==> src/rtl/ext_pipe_pkg.sv <==
// ext_pkg: shared Op encodings for the immediate-extension unit.
// Optional feature macro used by this slice: EXT_PIPE_OVF_CHECK_EN.
package ext_pkg;

  typedef logic [2:0] ext_op_t;

  localparam ext_op_t EXT_SEXT = 3'b000;  // sign-extend
  localparam ext_op_t EXT_ZEXT = 3'b001;  // zero-extend
  localparam ext_op_t EXT_HIGH = 3'b010;  // field into the top bits (lui)
  localparam ext_op_t EXT_SSHL = 3'b011;  // sign-extend then shift left
  localparam ext_op_t EXT_ZSHL = 3'b100;  // zero-extend then shift left (jump target)

  // Encodings above EXT_ZSHL are reserved and flagged as errors.
  function automatic logic ext_op_legal(ext_op_t op);
    return op <= EXT_ZSHL;
  endfunction

endpackage

==> src/rtl/ext_pipe_if.sv <==
// ext_pipe_if: valid/ready input and output channels of ext_pipe.
// With EXT_PIPE_OVF_CHECK_EN defined the output channel also carries out_ovf.
interface ext_pipe_if #(
  parameter int IN_W  = 16,
  parameter int OUT_W = 32
) ();
  import ext_pkg::*;

  logic             in_valid;
  logic             in_ready;
  logic [IN_W-1:0]  In;
  ext_op_t          Op;
  logic             out_valid;
  logic             out_ready;
  logic [OUT_W-1:0] Out;
  logic             out_err;
`ifdef EXT_PIPE_OVF_CHECK_EN
  logic             out_ovf;
`endif

  // Producer of immediates and consumer of results.
  modport master (
    output in_valid, In, Op, out_ready,
`ifdef EXT_PIPE_OVF_CHECK_EN
    input  out_ovf,
`endif
    input  in_ready, out_valid, Out, out_err
  );

  // The extension unit itself.
  modport slave (
    input  in_valid, In, Op, out_ready,
`ifdef EXT_PIPE_OVF_CHECK_EN
    output out_ovf,
`endif
    output in_ready, out_valid, Out, out_err
  );

endinterface

==> src/rtl/ext_pipe_core.sv <==
// ext_core: purely combinational In/Op -> {data, err[, ovf]} extension function.
// With EXT_PIPE_OVF_CHECK_EN defined it also reports bits lost by the shifted modes.
module ext_core import ext_pkg::*; #(
  parameter int IN_W  = 16,
  parameter int OUT_W = 32,
  parameter int SHAMT = 2
) (
  input  logic [IN_W-1:0]  In,
  input  ext_op_t          Op,
  output logic [OUT_W-1:0] data,
  output logic             err
`ifdef EXT_PIPE_OVF_CHECK_EN
  ,
  output logic             ovf
`endif
);

  logic [OUT_W-1:0] sext;
  logic [OUT_W-1:0] zext;
  logic [OUT_W-1:0] high;
  logic [OUT_W-1:0] sshl;
  logic [OUT_W-1:0] zshl;

  // Sized casts keep every candidate at OUT_W, including IN_W == OUT_W.
  assign sext = OUT_W'($signed(In));
  assign zext = OUT_W'(In);
  assign high = zext << (OUT_W - IN_W);
  assign sshl = sext << SHAMT;
  assign zshl = zext << SHAMT;

`ifdef EXT_PIPE_OVF_CHECK_EN
  // A shift lost information exactly when shifting back does not recover the source.
  logic [OUT_W-1:0] sshl_back;
  logic [OUT_W-1:0] zshl_back;
  assign sshl_back = OUT_W'($signed(sshl) >>> SHAMT);
  assign zshl_back = zshl >> SHAMT;
`endif

  // Select the extension mode; reserved encodings give zero with err set.
  always_comb begin
    // NOTE: every output gets a default first so no path through the case infers a latch.
    data = '0;
    err  = !ext_op_legal(Op);
`ifdef EXT_PIPE_OVF_CHECK_EN
    ovf  = 1'b0;
`endif
    case (Op)
      EXT_SEXT: data = sext;
      EXT_ZEXT: data = zext;
      EXT_HIGH: data = high;
      EXT_SSHL: begin
        data = sshl;
`ifdef EXT_PIPE_OVF_CHECK_EN
        ovf  = sshl_back != sext;
`endif
      end
      EXT_ZSHL: begin
        data = zshl;
`ifdef EXT_PIPE_OVF_CHECK_EN
        ovf  = zshl_back != zext;
`endif
      end
      default: data = '0;
    endcase
  end

endmodule

==> src/rtl/ext_pipe.sv <==
// ext_pipe: registered immediate extension with a 2-entry (main + skid) output buffer.
// Define EXT_PIPE_OVF_CHECK_EN to register the shift-overflow flag as out_ovf.
module ext_pipe import ext_pkg::*; #(
  parameter int IN_W  = 16,
  parameter int OUT_W = 32,
  parameter int SHAMT = 2
) (
  input logic      clk,
  input logic      reset,
  ext_pipe_if.slave bus
);

  logic [OUT_W-1:0] core_data;
  logic             core_err;
  logic             core_ovf;

  ext_core #(
    .IN_W (IN_W),
    .OUT_W(OUT_W),
    .SHAMT(SHAMT)
  ) u_core (
    .In  (bus.In),
    .Op  (bus.Op),
    .data(core_data),
`ifdef EXT_PIPE_OVF_CHECK_EN
    .ovf (core_ovf),
`endif
    .err (core_err)
  );

`ifndef EXT_PIPE_OVF_CHECK_EN
  assign core_ovf = 1'b0;
`endif

  logic             main_valid;
  logic [OUT_W-1:0] main_data;
  logic             main_err;
  logic             main_ovf;
  logic             skid_valid;
  logic [OUT_W-1:0] skid_data;
  logic             skid_err;
  logic             skid_ovf;
  logic             accept;
  logic             drain;

  // in_ready depends only on a register, so out_ready never reaches it combinationally.
  assign bus.in_ready  = !skid_valid;
  assign bus.out_valid = main_valid;
  assign bus.Out       = main_data;
  assign bus.out_err   = main_err;
`ifdef EXT_PIPE_OVF_CHECK_EN
  assign bus.out_ovf   = main_ovf;
`endif

  assign accept = bus.in_valid && !skid_valid;
  assign drain  = main_valid && bus.out_ready;

  // Main/skid buffer: refill main from skid first, else from the core; overflow into skid.
  always_ff @(posedge clk) begin
    // NOTE: state registers use non-blocking assignments so all of them update from pre-edge values.
    if (reset) begin
      // NOTE: the data registers are reset too, because Out must read zero straight after reset.
      main_valid <= 1'b0;
      main_data  <= '0;
      main_err   <= 1'b0;
      main_ovf   <= 1'b0;
      skid_valid <= 1'b0;
      skid_data  <= '0;
      skid_err   <= 1'b0;
      skid_ovf   <= 1'b0;
    end else if (drain || !main_valid) begin
      if (skid_valid) begin
        main_valid <= 1'b1;
        main_data  <= skid_data;
        main_err   <= skid_err;
        main_ovf   <= skid_ovf;
        skid_valid <= 1'b0;
      end else begin
        main_valid <= accept;
        if (accept) begin
          main_data <= core_data;
          main_err  <= core_err;
          main_ovf  <= core_ovf;
        end
      end
    end else if (accept) begin
      skid_valid <= 1'b1;
      skid_data  <= core_data;
      skid_err   <= core_err;
      skid_ovf   <= core_ovf;
    end
  end

`ifndef EXT_PIPE_OVF_CHECK_EN
  // Without the overflow feature the flag registers are constant and unused.
  logic unused_ovf;
  assign unused_ovf = main_ovf ^ skid_ovf;
`endif

endmodule

==> src/flat_wrapper.sv <==
// flat-port wrapper written by rule: the top's interface ports become plain ports
module ext_pipe_flat import ext_pkg::*;
#(
  parameter int IN_W  = 16,
  parameter int OUT_W = 32,
  parameter int SHAMT = 2
)
  (clk, reset, bus_in_valid, bus_In, bus_Op, bus_out_ready, bus_in_ready, bus_out_valid, bus_Out, bus_out_err);
  ext_pipe_if #(.IN_W(IN_W), .OUT_W(OUT_W)) bus_i ();
  input logic clk;
  input logic reset;
  input wire logic [$bits(bus_i.in_valid)-1:0] bus_in_valid;
  input wire logic [$bits(bus_i.In)-1:0] bus_In;
  input wire logic [$bits(bus_i.Op)-1:0] bus_Op;
  input wire logic [$bits(bus_i.out_ready)-1:0] bus_out_ready;
  output wire logic [$bits(bus_i.in_ready)-1:0] bus_in_ready;
  output wire logic [$bits(bus_i.out_valid)-1:0] bus_out_valid;
  output wire logic [$bits(bus_i.Out)-1:0] bus_Out;
  output wire logic [$bits(bus_i.out_err)-1:0] bus_out_err;
  assign bus_i.in_valid = bus_in_valid;
  assign bus_i.In = bus_In;
  assign bus_i.Op = bus_Op;
  assign bus_i.out_ready = bus_out_ready;
  assign bus_in_ready = bus_i.in_ready;
  assign bus_out_valid = bus_i.out_valid;
  assign bus_Out = bus_i.Out;
  assign bus_out_err = bus_i.out_err;
  ext_pipe #(.IN_W(IN_W), .OUT_W(OUT_W), .SHAMT(SHAMT)) u_core (.clk(clk), .reset(reset), .bus(bus_i));
endmodule
==> config.mk <==
export PLATFORM = sky130hd
export DESIGN_NAME = ext_pipe_flat
export DESIGN_NICKNAME = d
export VERILOG_FILES = /design/src/rtl/ext_pipe_pkg.sv /design/src/rtl/ext_pipe_if.sv /design/src/rtl/ext_pipe_core.sv /design/src/rtl/ext_pipe.sv /design/src/flat_wrapper.sv
export SDC_FILE = /design/constraint.sdc
export NUM_CORES = 1
export LEC_CHECK = 0
export BUFFER_PORTS_ARGS = -buffer_cell sky130_fd_sc_hd__clkbuf_2
export CAP_MARGIN = 10
export CORE_MARGIN = 1
export CORE_UTILIZATION = 34
export CTS_CLUSTER_DIAMETER = 40
export DETAILED_ROUTE_END_ITERATION = 10
export PLACE_DENSITY = 0.57
export SLEW_MARGIN = 0
export SYNTH_ARGS = -nofsm -noshare
export SYNTH_HDL_FRONTEND = slang
export SYNTH_SLANG_ARGS = --single-unit
==> constraint.sdc <==
create_clock -name clk -period 1.7 [get_ports clk]
set_input_delay 0.17 -clock clk [delete_from_list [all_inputs] [get_ports clk]]
set_output_delay 0.17 -clock clk [all_outputs]
set_load 0.03 [all_outputs]
=== Word level (Yosys, flattened, before mapping) ===
Cells that the tools add are included.

* Order comparisons: 1
* Eq/ne operators: 4
* Multiplexer cells: 6
* Bitwise gates (word level): 1
* Reductions and logical operators: 11

{| class="wikitable"
|+ Operators by type and width
! operator !! number
|-
| $pmux 32 s5 || 1
|-
| $mux 32 || 2
|-
| $eq 3x2->1 const B || 2
|-
| $reduce_and 2->1 || 2
|-
| $eq 3x1->1 const B || 1
|-
| $eq 3x3->1 const B || 1
|-
| $le 3x3->1 const B || 1
|-
| $logic_not 1->1 || 3
|-
| $logic_not 3->1 || 1
|-
| $mux 1 || 3
|-
| $logic_and 1x1->1 || 2
|-
| $reduce_bool 2->1 || 1
|-
| $reduce_or 2->1 || 1
|-
| $logic_or 1x1->1 || 1
|-
| $not 1->1 || 1
|}

* Flip-flop bits (word level): 68
* Bits of input ports: 23
* Output and inout port bits: 35
* Word-level logic and storage cells: 29

=== Depth between registers and ports, before layout ===
Gate-level depths: netlist of the first run.

* Depth after elaboration: 4
* Gate-level depth with buffers: 7
* Mapped depth without buffers: 4

=== By module ===
From an unflattened synthesis of the first run, not the netlist that was laid out.

* Cell total of the unflattened synthesis: 396
* Area, all modules: 3622.2 um^2

{| class="wikitable"
|+ Modules (own cells, without submodules)
! module !! times used !! cells each !! area each (um^2) !! seq. area each (um^2)
|-
| ext_pipe || 1 || 307 || 2915.3 || 1361.3
|-
| ext_core || 1 || 89 || 706.9 || 0.0
|}

=== Worst setup path before layout of the first run ===
OpenSTA, ideal clock, no wires.

* Path kind: register to register
* Start point: register u_core.main_valid, in the netlist u_core.bus.out_valid
* End point: register u_core.skid_data[21]
* Setup time: 0.070 ns
* Data arrival time: 1.467 ns
* Required time: 1.630 ns
* Slack: 0.162 ns
* Stages on the path, launching flop included: 6
* Path buffers: 1
* Clock period less this slack: 1.538 ns
* Cells stage by stage: dfxtp_1 nand2b_1 nor3b_2 clkbuf_1 nand2_1 a21oi_1

* Word-level cells in the longest chain between the ends: 4
* Elaborated cells between the ends (all ways): 5
* Classes of those cells: bitwise (1); reduce/logical (4)

{| class="wikitable"
|+ Ends and longest elaborated chain
! what !! RTL line !! RTL
|-
| start: declaration || ext_pipe.sv:35 || <nowiki>logic main_valid;</nowiki>
|-
| start signal: assignment || ext_pipe.sv:79 || <nowiki>main_valid <= accept;</nowiki>
|-
| $logic_and 1x1->1 or $logic_not 1->1 (tied branches) || ext_pipe.sv:56, ext_pipe.sv:71 ||
|-
| $logic_or 1x1->1 * || ext_pipe.sv:71 || <nowiki>end else if (drain || !main_valid) begin</nowiki>
|-
| $not 1->1 (no source line) * || - ||
|-
| $reduce_and 2->1 (no source line) * || - ||
|-
| end signal: assignment || ext_pipe.sv:88 || <nowiki>skid_data <= core_data;</nowiki>
|-
| end: declaration || ext_pipe.sv:40 || <nowiki>logic [OUT_W-1:0] skid_data;</nowiki>
|}

Every way passes the cells marked *; elsewhere a longest branch is shown, timed or not.
A chain may end at the register's enable or synchronous reset.

=== Worst setup path in the final report of the first run ===
* Start point: register u_core.skid_valid
* End point: output port bus_in_ready

* Word-level cells in the longest chain between the ends: 1

{| class="wikitable"
|+ Ends and longest elaborated chain
! what !! RTL line !! RTL
|-
| start: declaration || ext_pipe.sv:39 || <nowiki>logic skid_valid;</nowiki>
|-
| start signal: assignment || ext_pipe.sv:67 || <nowiki>skid_valid <= 1'b0;</nowiki>
|-
| start signal: assignment || ext_pipe.sv:77 || <nowiki>skid_valid <= 1'b0;</nowiki>
|-
| start signal: assignment || ext_pipe.sv:87 || <nowiki>skid_valid <= 1'b1;</nowiki>
|-
| $logic_not 1->1 || ext_pipe.sv:47 || <nowiki>assign bus.in_ready = !skid_valid;</nowiki>
|-
| end: declaration || flat_wrapper.sv:16 || <nowiki>output wire logic [$bits(bus_i.in_ready)-1:0] bus_in_ready;</nowiki>
|}

Every way passes these cells.

==> results of run 1 <==
## flip-flops by register name, summed over array words and instances, names as in the netlist
register and flops:
u_core.bus.out_valid 1, u_core.skid_valid 1, u_core.bus.Out 32, u_core.skid_data 32
u_core.skid_err 1, u_core.bus.out_err 1
## power by group through the flow
stage	Clock, mW	Sequential (mW)	Combinational (mW)
floorplan	0	1.84	0.372
global placement	0	1.74	0.689
detailed placement	0	1.74	0.694
CTS	1.44	1.71	0.696
global route	1.53	1.72	0.757
finish	1.40	1.71	0.693
## synth_stat cells (all sizes together) (2+ instances only)
cell type	instances	area (sq um)
dfxtp	68	1361
nor2	55	209.0
nand2	54	205.2
a21oi	46	230.2
nor3	25	125.1
clkbuf	24	90.09
buf	18	110.1
nand2b	17	106.4
a211oi	16	170.2
mux2i	15	150.1
o211ai	15	112.6
o21ai	15	116.4
a221o	12	120.1
nor4bb	7	70.07
and4bb	5	62.56
a221oi	4	35.03
nand3b	4	30.03
nor3b	3	27.52
nand3	2	10.01
nand4bb	2	22.52
o41ai	2	17.52
## critical path, cell delays in order, from the launching register on
cell	delay, ns
sky130_fd_sc_hd__dfxtp_2	0.47
sky130_fd_sc_hd__buf_4	0.27
sky130_fd_sc_hd__inv_1	0.08
sky130_fd_sc_hd__clkbuf_2	0.18
## kinds of logic (layout without fill, tap and decap cells)
logic type | count (synthesis) | in the layout | share of synthesized area [%]
and+or+nand+nor | 180 | 180 | 26.67
AOI/OAI and AO/OA | 111 | 111 | 23.51
DFF | 68 | 68 | 39.54
buffers and inverters | 43 | 96 | 5.923
muxes | 15 | 15 | 4.360
## through the flow
| stage | total power, mW | utilization, % |
|---|---|---|
| final | 3.798 | 42.11 |
| after global placement | 2.431 | 39.96 |
| after CTS | 3.842 | 42.11 |
| after detailed placement | 2.438 | 39.96 |
| after global routing | 4.007 | 42.11 |
| after floorplan | 2.213 | - |
## per-layer routing
layer,part of all wire (%),global-route usage (%),vias up
li1,-,-,1588
met1,49,26.94,1536
met2,46,29.38,78
met3,4.3,4.068,4
met4,0.77,6.044,0
met5,0,0,-
## layout make-up
class                      count  area, sq um  share of cell area, %
clock buffer                  12        165.2                  4.012
clock inverter                 3        45.04                  1.094
inverter                       1        3.754                0.09119
sequential                    68         1363                  33.10
timing repair buffer          80        495.5                  12.04
multi-input combinational    306         1878                  45.62
tap                          133        166.4                  4.043
## path summary, 6_finish.rpt
check                  startpoint              endpoint  slack (ns)
max             u_core.skid_valid          bus_in_ready        0.18
min                     bus_In[1]   u_core.skid_data[1]        0.15
max reg2reg  u_core.bus.out_valid    u_core.bus.Out[18]        0.24
min reg2reg  u_core.skid_data[30]  u_core.skid_data[30]        0.45
==> results.rst, run 1 <==
.. list-table::
   :header-rows: 1

   * - Metric
     - Value
   * - Post-detailed-placement cell area
     - 3906 sq um
   * - Worst clock skew
     - 0.006793 ns
   * - Number of antenna violations at the first check in global routing
     - 0
   * - Total clock sinks
     - 68
   * - Per-instance average area after synthesis
     - 8.257 sq um
   * - Count of cells resized by post-cts repair
     - 0
   * - CP arrival
     - 1.35 ns
   * - Maximum vdd ir drop
     - 396.5 uV
   * - CP Launch Type
     - flip-flop
   * - Fraction of power consumed by sequential logic
     - 44.9%
   * - Area of the core region
     - 9774 sq um
   * - Number of detailed-routing iterations run before antenna repair
     - 4
   * - IO Port Bufs
     - 57
   * - Number of diodes
     - 0
   * - Total gr overflow
     - 0
   * - Total GRT Usage
     - 19.22%
   * - Ports
     - 58
   * - Total Routed Length
     - 9393 um
   * - Final hold violation count
     - 0
   * - Count of hold buffers inserted by post-cts repair
     - 0
   * - Clock Tree Buf Depth
     - 2
   * - Level count of the clock H-tree
     - 3
   * - Remaining antenna violation count
     - 0
   * - Cell depth of the worst min-delay path
     - 3
   * - Status
     - complete, no violations
   * - GP Congestion
     - 0.8235
   * - Syn Nets
     - 440
   * - Iter 0 DRT Violations
     - 228
   * - Minimum period implied by the final worst setup slack
     - 1.519 ns
   * - Average detailed-routed wire length per instance
     - 15.58 um
   * - FFs w/ async S/R, synth
     - 0%
   * - Area Overhead vs Synth
     - 19.55%
   * - Count of cell types in the netlist
     - 37
   * - Final Slew Violations
     - 0
   * - Cell area after layout
     - 4116 sq um
   * - Detailed-route DRC error count
     - 0
   * - Data required time of the critical path
     - 1.53 ns
   * - Post-synth top flop
     - sky130_fd_sc_hd__dfxtp_1
   * - Vias per inst
     - 5.317
   * - Die outline width
     - 102.6 um
   * - Die Height
     - 102.6 um
   * - Max FO, Critical Path
     - 14
   * - Total placed cells including tap cells
     - 588
   * - Count of nets after finishing
     - 489
   * - Share of total power consumed by net switching
     - 28.75%
   * - Most common library cell in the layout ignoring fill and taps
     - sky130_fd_sc_hd__dfxtp_1
   * - Int Power
     - 2.706 mW
   * - FF+latch count, synth
     - 68
   * - Number of CTS-inserted buffers
     - 9
   * - Worst-case reg-to-reg path depth
     - 6
   * - Syn. warnings
     - 0
   * - Std cell rows
     - 36
   * - Worst-case setup margin in the final layout
     - 0.1811 ns
   * - Maximum number of pins on one net before global-route repair
     - 35
   * - Clock Pin Slew Worst Setup and Hold Paths
     - 0.07 ns
   * - Master cell of the clock root buffer
     - sky130_fd_sc_hd__clkbuf_8
   * - Class of the most critical setup path
     - reg2out
   * - Share of final-layout standard cells stronger than drive strength 1
     - 27.02%
   * - Clock power share
     - 36.8%
   * - Place WS
     - 0.09849 ns
   * - Die area
     - 10,530 sq um
   * - # setup viols final
     - 0
   * - Worst-skew pair later-pin latency
     - 0.34 ns
   * - Sequential cell area fraction in the yosys report
     - 39.53%
   * - DR vias
     - 3,206
   * - Initial core utilization
     - 35.23%
   * - Clock tree from TritonCTS
     - yes
   * - Total half-perimeter wirelength after legalization and detailed placement
     - 6495 um
   * - MaxCap Viol Count
     - 0
   * - Post-synthesis instance total
     - 417
   * - Static power due to leakage
     - 1.605 nW
   * - Sw Pwr
     - 1.092 mW
   * - Setup total negative slack
     - 0 ns
   * - Total power density per cell area
     - 922.7 nW/um^2
   * - Synthesized area
     - 3443 sq um
   * - Slew of the pin with the lowest slew margin
     - 0.5225 ns
   * - Highest clock frequency the design can meet
     - 658.4 MHz
   * - Number of post-CTS setup repair buffers
     - 0
   * - RSZ-0062 raised after global routing
     - false
   * - Ratio of final minimum period to clock period
     - 89.35%
   * - Most frequent cells in the layout
     - 67 x sky130_fd_sc_hd__dfxtp_1, 57 x sky130_fd_sc_hd__clkbuf_2, 54 x sky130_fd_sc_hd__nor2_1, 53 x sky130_fd_sc_hd__nand2_1, 46 x sky130_fd_sc_hd__a21oi_1
   * - Crit end category
     - primary output
   * - Hold slack
     - 0.1542 ns
   * - Gate power share
     - 18.3%
   * - Worst hold path class
     - in2reg
   * - Worst max-slew margin expressed relative to the limit
     - 65.17%
   * - Filler-free cell count of the finished design
     - 603
   * - Number of enable-type register cells in the synthesized netlist
     - 0
   * - First-pass GRT wire length
     - 15,380 um
   * - Via count of the first global-routing pass
     - 2,930
   * - Fillcell total
     - 1,010
(Power assumes the default switching activity.)
==> run 2: changes to the inputs <==
--- a/config.mk
+++ b/config.mk
@@ -8,10 +8,10 @@
 export BUFFER_PORTS_ARGS = -buffer_cell sky130_fd_sc_hd__clkbuf_2
 export CAP_MARGIN = 10
 export CORE_MARGIN = 1
-export CORE_UTILIZATION = 34
+export CORE_UTILIZATION = 50
 export CTS_CLUSTER_DIAMETER = 40
 export DETAILED_ROUTE_END_ITERATION = 10
-export PLACE_DENSITY = 0.57
+export PLACE_DENSITY = 0.76
 export SLEW_MARGIN = 0
 export SYNTH_ARGS = -nofsm -noshare
 export SYNTH_HDL_FRONTEND = slang
==> run 2 against run 1 <==
  * Via count up 1.4%
  * Flip-flop and latch count unchanged
  * Sequential power about the same
  * Critical path depth unchanged
  * Final area down 2.2%
  * Global-route usage up 5.8 points
  * Routed wire length down 8.3%
  * Clock skew up 0.0059 ns
  * Largest power group unchanged
==> results.rst, run 2 (synthesized netlist as in run 1, its figures left out) <==
.. list-table::
   :header-rows: 1

   * - Metric
     - Value
   * - Setup total negative slack
     - 0 ns (unchanged)
   * - Std cell rows
     - 29 (-19%)
   * - Area Overhead vs Synth
     - 16.97%
   * - Number of post-CTS setup repair buffers
     - 0 (unchanged)
   * - Worst hold path class
     - in2reg
   * - Share of final-layout standard cells stronger than drive strength 1
     - 26.18% (-0.84 points)
   * - Number of CTS-inserted buffers
     - 9 (unchanged)
   * - Clock tree from TritonCTS
     - yes
   * - Total half-perimeter wirelength after legalization and detailed placement
     - 5853 um (-9.9%)
   * - Max FO, Critical Path
     - 55 (+41)
   * - Total clock sinks
     - 68 (unchanged)
   * - Routing usage on met3
     - 6.323% (+2.3 points)
   * - Worst-skew pair later-pin latency
     - 0.36 ns (+0.02 ns)
   * - Static power due to leakage
     - 1.583 nW (-1.4%)
   * - Total placed cells including tap cells
     - 527 (-10%)
   * - Total GRT Usage
     - 25.03% (+5.8 points)
   * - End of the worst register-to-register path
     - u_core.skid_data[31]
   * - Worst Hold Launch
     - bus_In[1]
   * - Worst reg2reg setup slack
     - 0.20 ns (-0.04 ns)
   * - Fillcell total
     - 582 (-42%)
   * - Startpoint of the worst setup timing path
     - u_core.skid_valid
   * - CP Launch Type
     - flip-flop
   * - Status
     - complete, no violations
   * - Die Height
     - 84.99 um (-17%)
   * - Vias per inst
     - 5.985 (+13%)
   * - Die outline width
     - 84.99 um (-17%)
   * - Class of the most critical setup path
     - reg2out
   * - GR Layer Usage met1
     - 33.84% (+6.9 points)
   * - Total gr overflow
     - 0 (unchanged)
   * - Average detailed-routed wire length per instance
     - 15.87 um (+1.9%)
   * - Level count of the clock H-tree
     - 3 (unchanged)
   * - Number of antenna violations at the first check in global routing
     - 0 (unchanged)
   * - GP Congestion
     - 0.8602 (+4.5%)
   * - Clock Tree Buf Depth
     - 2 (unchanged)
   * - Slew of the pin with the lowest slew margin
     - 0.4871 ns (-0.03541 ns)
   * - Worst r2r src
     - u_core.skid_valid
   * - Count of hold buffers inserted by post-cts repair
     - 0 (unchanged)
   * - Crit end category
     - primary output
   * - Maximum vdd ir drop
     - 572.4 uV (+44%)
   * - Clock Pin Slew Worst Setup and Hold Paths
     - 0.08 ns (about the same)
   * - Hold Path End
     - u_core.skid_data[1]
   * - Minimum period implied by the final worst setup slack
     - 1.623 ns (+0.1039 ns)
   * - Cell depth of the worst min-delay path
     - 3 (unchanged)
   * - MaxCap Viol Count
     - 0 (unchanged)
   * - CP arrival
     - 1.45 ns (+0.10 ns)
   * - Most frequent cells in the layout
     - 68 x sky130_fd_sc_hd__dfxtp_1, 57 x sky130_fd_sc_hd__clkbuf_2, 54 x sky130_fd_sc_hd__nor2_1, 53 x sky130_fd_sc_hd__nand2_1, 46 x sky130_fd_sc_hd__a21oi_1
   * - Detailed-route DRC error count
     - 0 (unchanged)
   * - Worst path cell trace
     - buf_12, inv_1, clkbuf_2
   * - Worst max-slew margin expressed relative to the limit
     - 67.40% (+2.2 points)
   * - IO Port Bufs
     - 57 (unchanged)
   * - Utilization of the core after routing
     - 62.01% (+20 points)
   * - Number of detailed-routing iterations run before antenna repair
     - 5 (+1)
   * - Total power consumption of the routed design
     - 3.801 mW (about the same)
   * - Highest clock frequency the design can meet
     - 616.2 MHz (-6.4%)
   * - Worst clock skew
     - 0.01268 ns (+0.005885 ns)
   * - Final hold violation count
     - 0 (unchanged)
   * - GRT busiest layer
     - met2
   * - DR vias
     - 3,250 (+1.4%)
   * - Data required time of the critical path
     - 1.53 ns (about the same)
   * - Ports
     - 58 (unchanged)
   * - Kind of cell with the highest combined delay on the critical path
     - buffers and inverters
   * - Maximum number of pins on one net before global-route repair
     - 56 (+60%)
   * - Master cell of the clock root buffer
     - sky130_fd_sc_hd__clkbuf_8
   * - Total Routed Length
     - 8618 um (-8.3%)
   * - # setup viols final
     - 0 (unchanged)
   * - Most common library cell in the layout ignoring fill and taps
     - sky130_fd_sc_hd__dfxtp_1
   * - Worst-case reg-to-reg path depth
     - 6 (unchanged)
   * - RSZ-0062 raised after global routing
     - true
   * - First-pass GRT wire length
     - 14,260 um (-7.3%)
   * - Die area
     - 7222 sq um (-31%)
   * - Number of buffer and inverter stages on the critical path
     - 3 (unchanged)
   * - Via count of the first global-routing pass
     - 2,899 (-1.1%)
   * - Total power density per cell area
     - 943.7 nW/um^2 (+2.3%)
   * - Count of nets after finishing
     - 484 (-1.0%)
   * - Biggest cell delay along the critical path
     - 0.42 ns (-0.05 ns)
   * - Remaining antenna violation count
     - 0 (unchanged)
   * - Ratio of final minimum period to clock period
     - 95.46% (+6.1 points)
   * - Critical-path cell with the highest stage delay
     - sky130_fd_sc_hd__dfxtp_1
   * - Met2 usage
     - 38.20% (+8.8 points)
   * - Hold slack
     - 0.1409 ns (-0.01331 ns)
   * - Filler-free cell count of the finished design
     - 543 (-10%)
   * - Iter 0 DRT Violations
     - 162 (-29%)
   * - Initial core utilization
     - 53.01% (+18 points)
   * - Final Slew Violations
     - 0 (unchanged)
   * - Area of the core region
     - 6495 sq um (-34%)
   * - Number of diodes
     - 0 (unchanged)
run 2: changes by cell type in the layout (fill, tap and decap cells not counted):
cell,change
sky130_fd_sc_hd__dfxtp_2,-1
sky130_fd_sc_hd__buf_12,+1
sky130_fd_sc_hd__buf_4,-6
sky130_fd_sc_hd__dfxtp_1,+1
sky130_fd_sc_hd__o21ai_4,+1
sky130_fd_sc_hd__o21ai_2,-1
sky130_fd_sc_hd__clkinv_2,+1
sky130_fd_sc_hd__inv_6,+1
sky130_fd_sc_hd__clkbuf_8,-1
run 2: layout make-up:
| cell class | instances | area (sq um) | share of cell area [%] |
|---|---|---|---|
| inverters | 1 | 3.754 | 0.09320 |
| multi-input cells | 306 | 1886 | 46.82 |
| clock inverters | 5 | 58.81 | 1.460 |
| well taps | 77 | 96.34 | 2.392 |
| clock buffers | 11 | 151.4 | 3.759 |
| flip-flops and latches | 68 | 1361 | 33.80 |
| repair buffers | 75 | 470.5 | 11.68 |
run 2: timing repair:
action / in CTS / in global routing
endpoints found under the hold margin: 0 / 0
resized for setup: 0 / 1
endpoints found under the setup margin: 0 / 4
run 2: metal layers:
metal  routed length (um)  part of all wire [%]
met3                  559                   6.5
met1                 3949                    46
met2                 3918                    45
met4                  191                   2.2
met5                    0                     0
run 2: worst max path at each step:
stage	endpoint	slack [ns]	depth (start not counted)
global route	bus_in_ready	-0.007	3
detailed placement	u_core.bus.Out[19]	0.09	4
CTS	u_core.bus.Out[18]	0.09	4
floorplan	u_core.skid_data[21]	0.16	5
global placement	u_core.bus.Out[15]	0.15	5
finish	bus_in_ready	0.08	3
run 2: metrics by stage:
step	cell area, sq um	worst slack [ns]
floorplan	3443	0.1621
global placement	3810	0.1529
detailed placement	3810	0.09400
CTS	4020	0.08993
global route	4028	-0.007321
finish	4028	0.07721
run 2: power by group:
part,leakage [nW],switching (mW),internal (mW)
combinational,0.926,0.436,0.242
sequential,0.555,0.0367,1.67
clock,0.102,0.660,0.760
run 2: worst reg2reg max path, cell delays in order, from the launching register on:
cell and delay, ns:
sky130_fd_sc_hd__dfxtp_1 0.42, sky130_fd_sc_hd__buf_12 0.28, sky130_fd_sc_hd__nand4bb_1 0.22, sky130_fd_sc_hd__buf_12 0.22
sky130_fd_sc_hd__nor3_1 0.09, sky130_fd_sc_hd__a21oi_1 0.11, sky130_fd_sc_hd__nor2_1 0.05
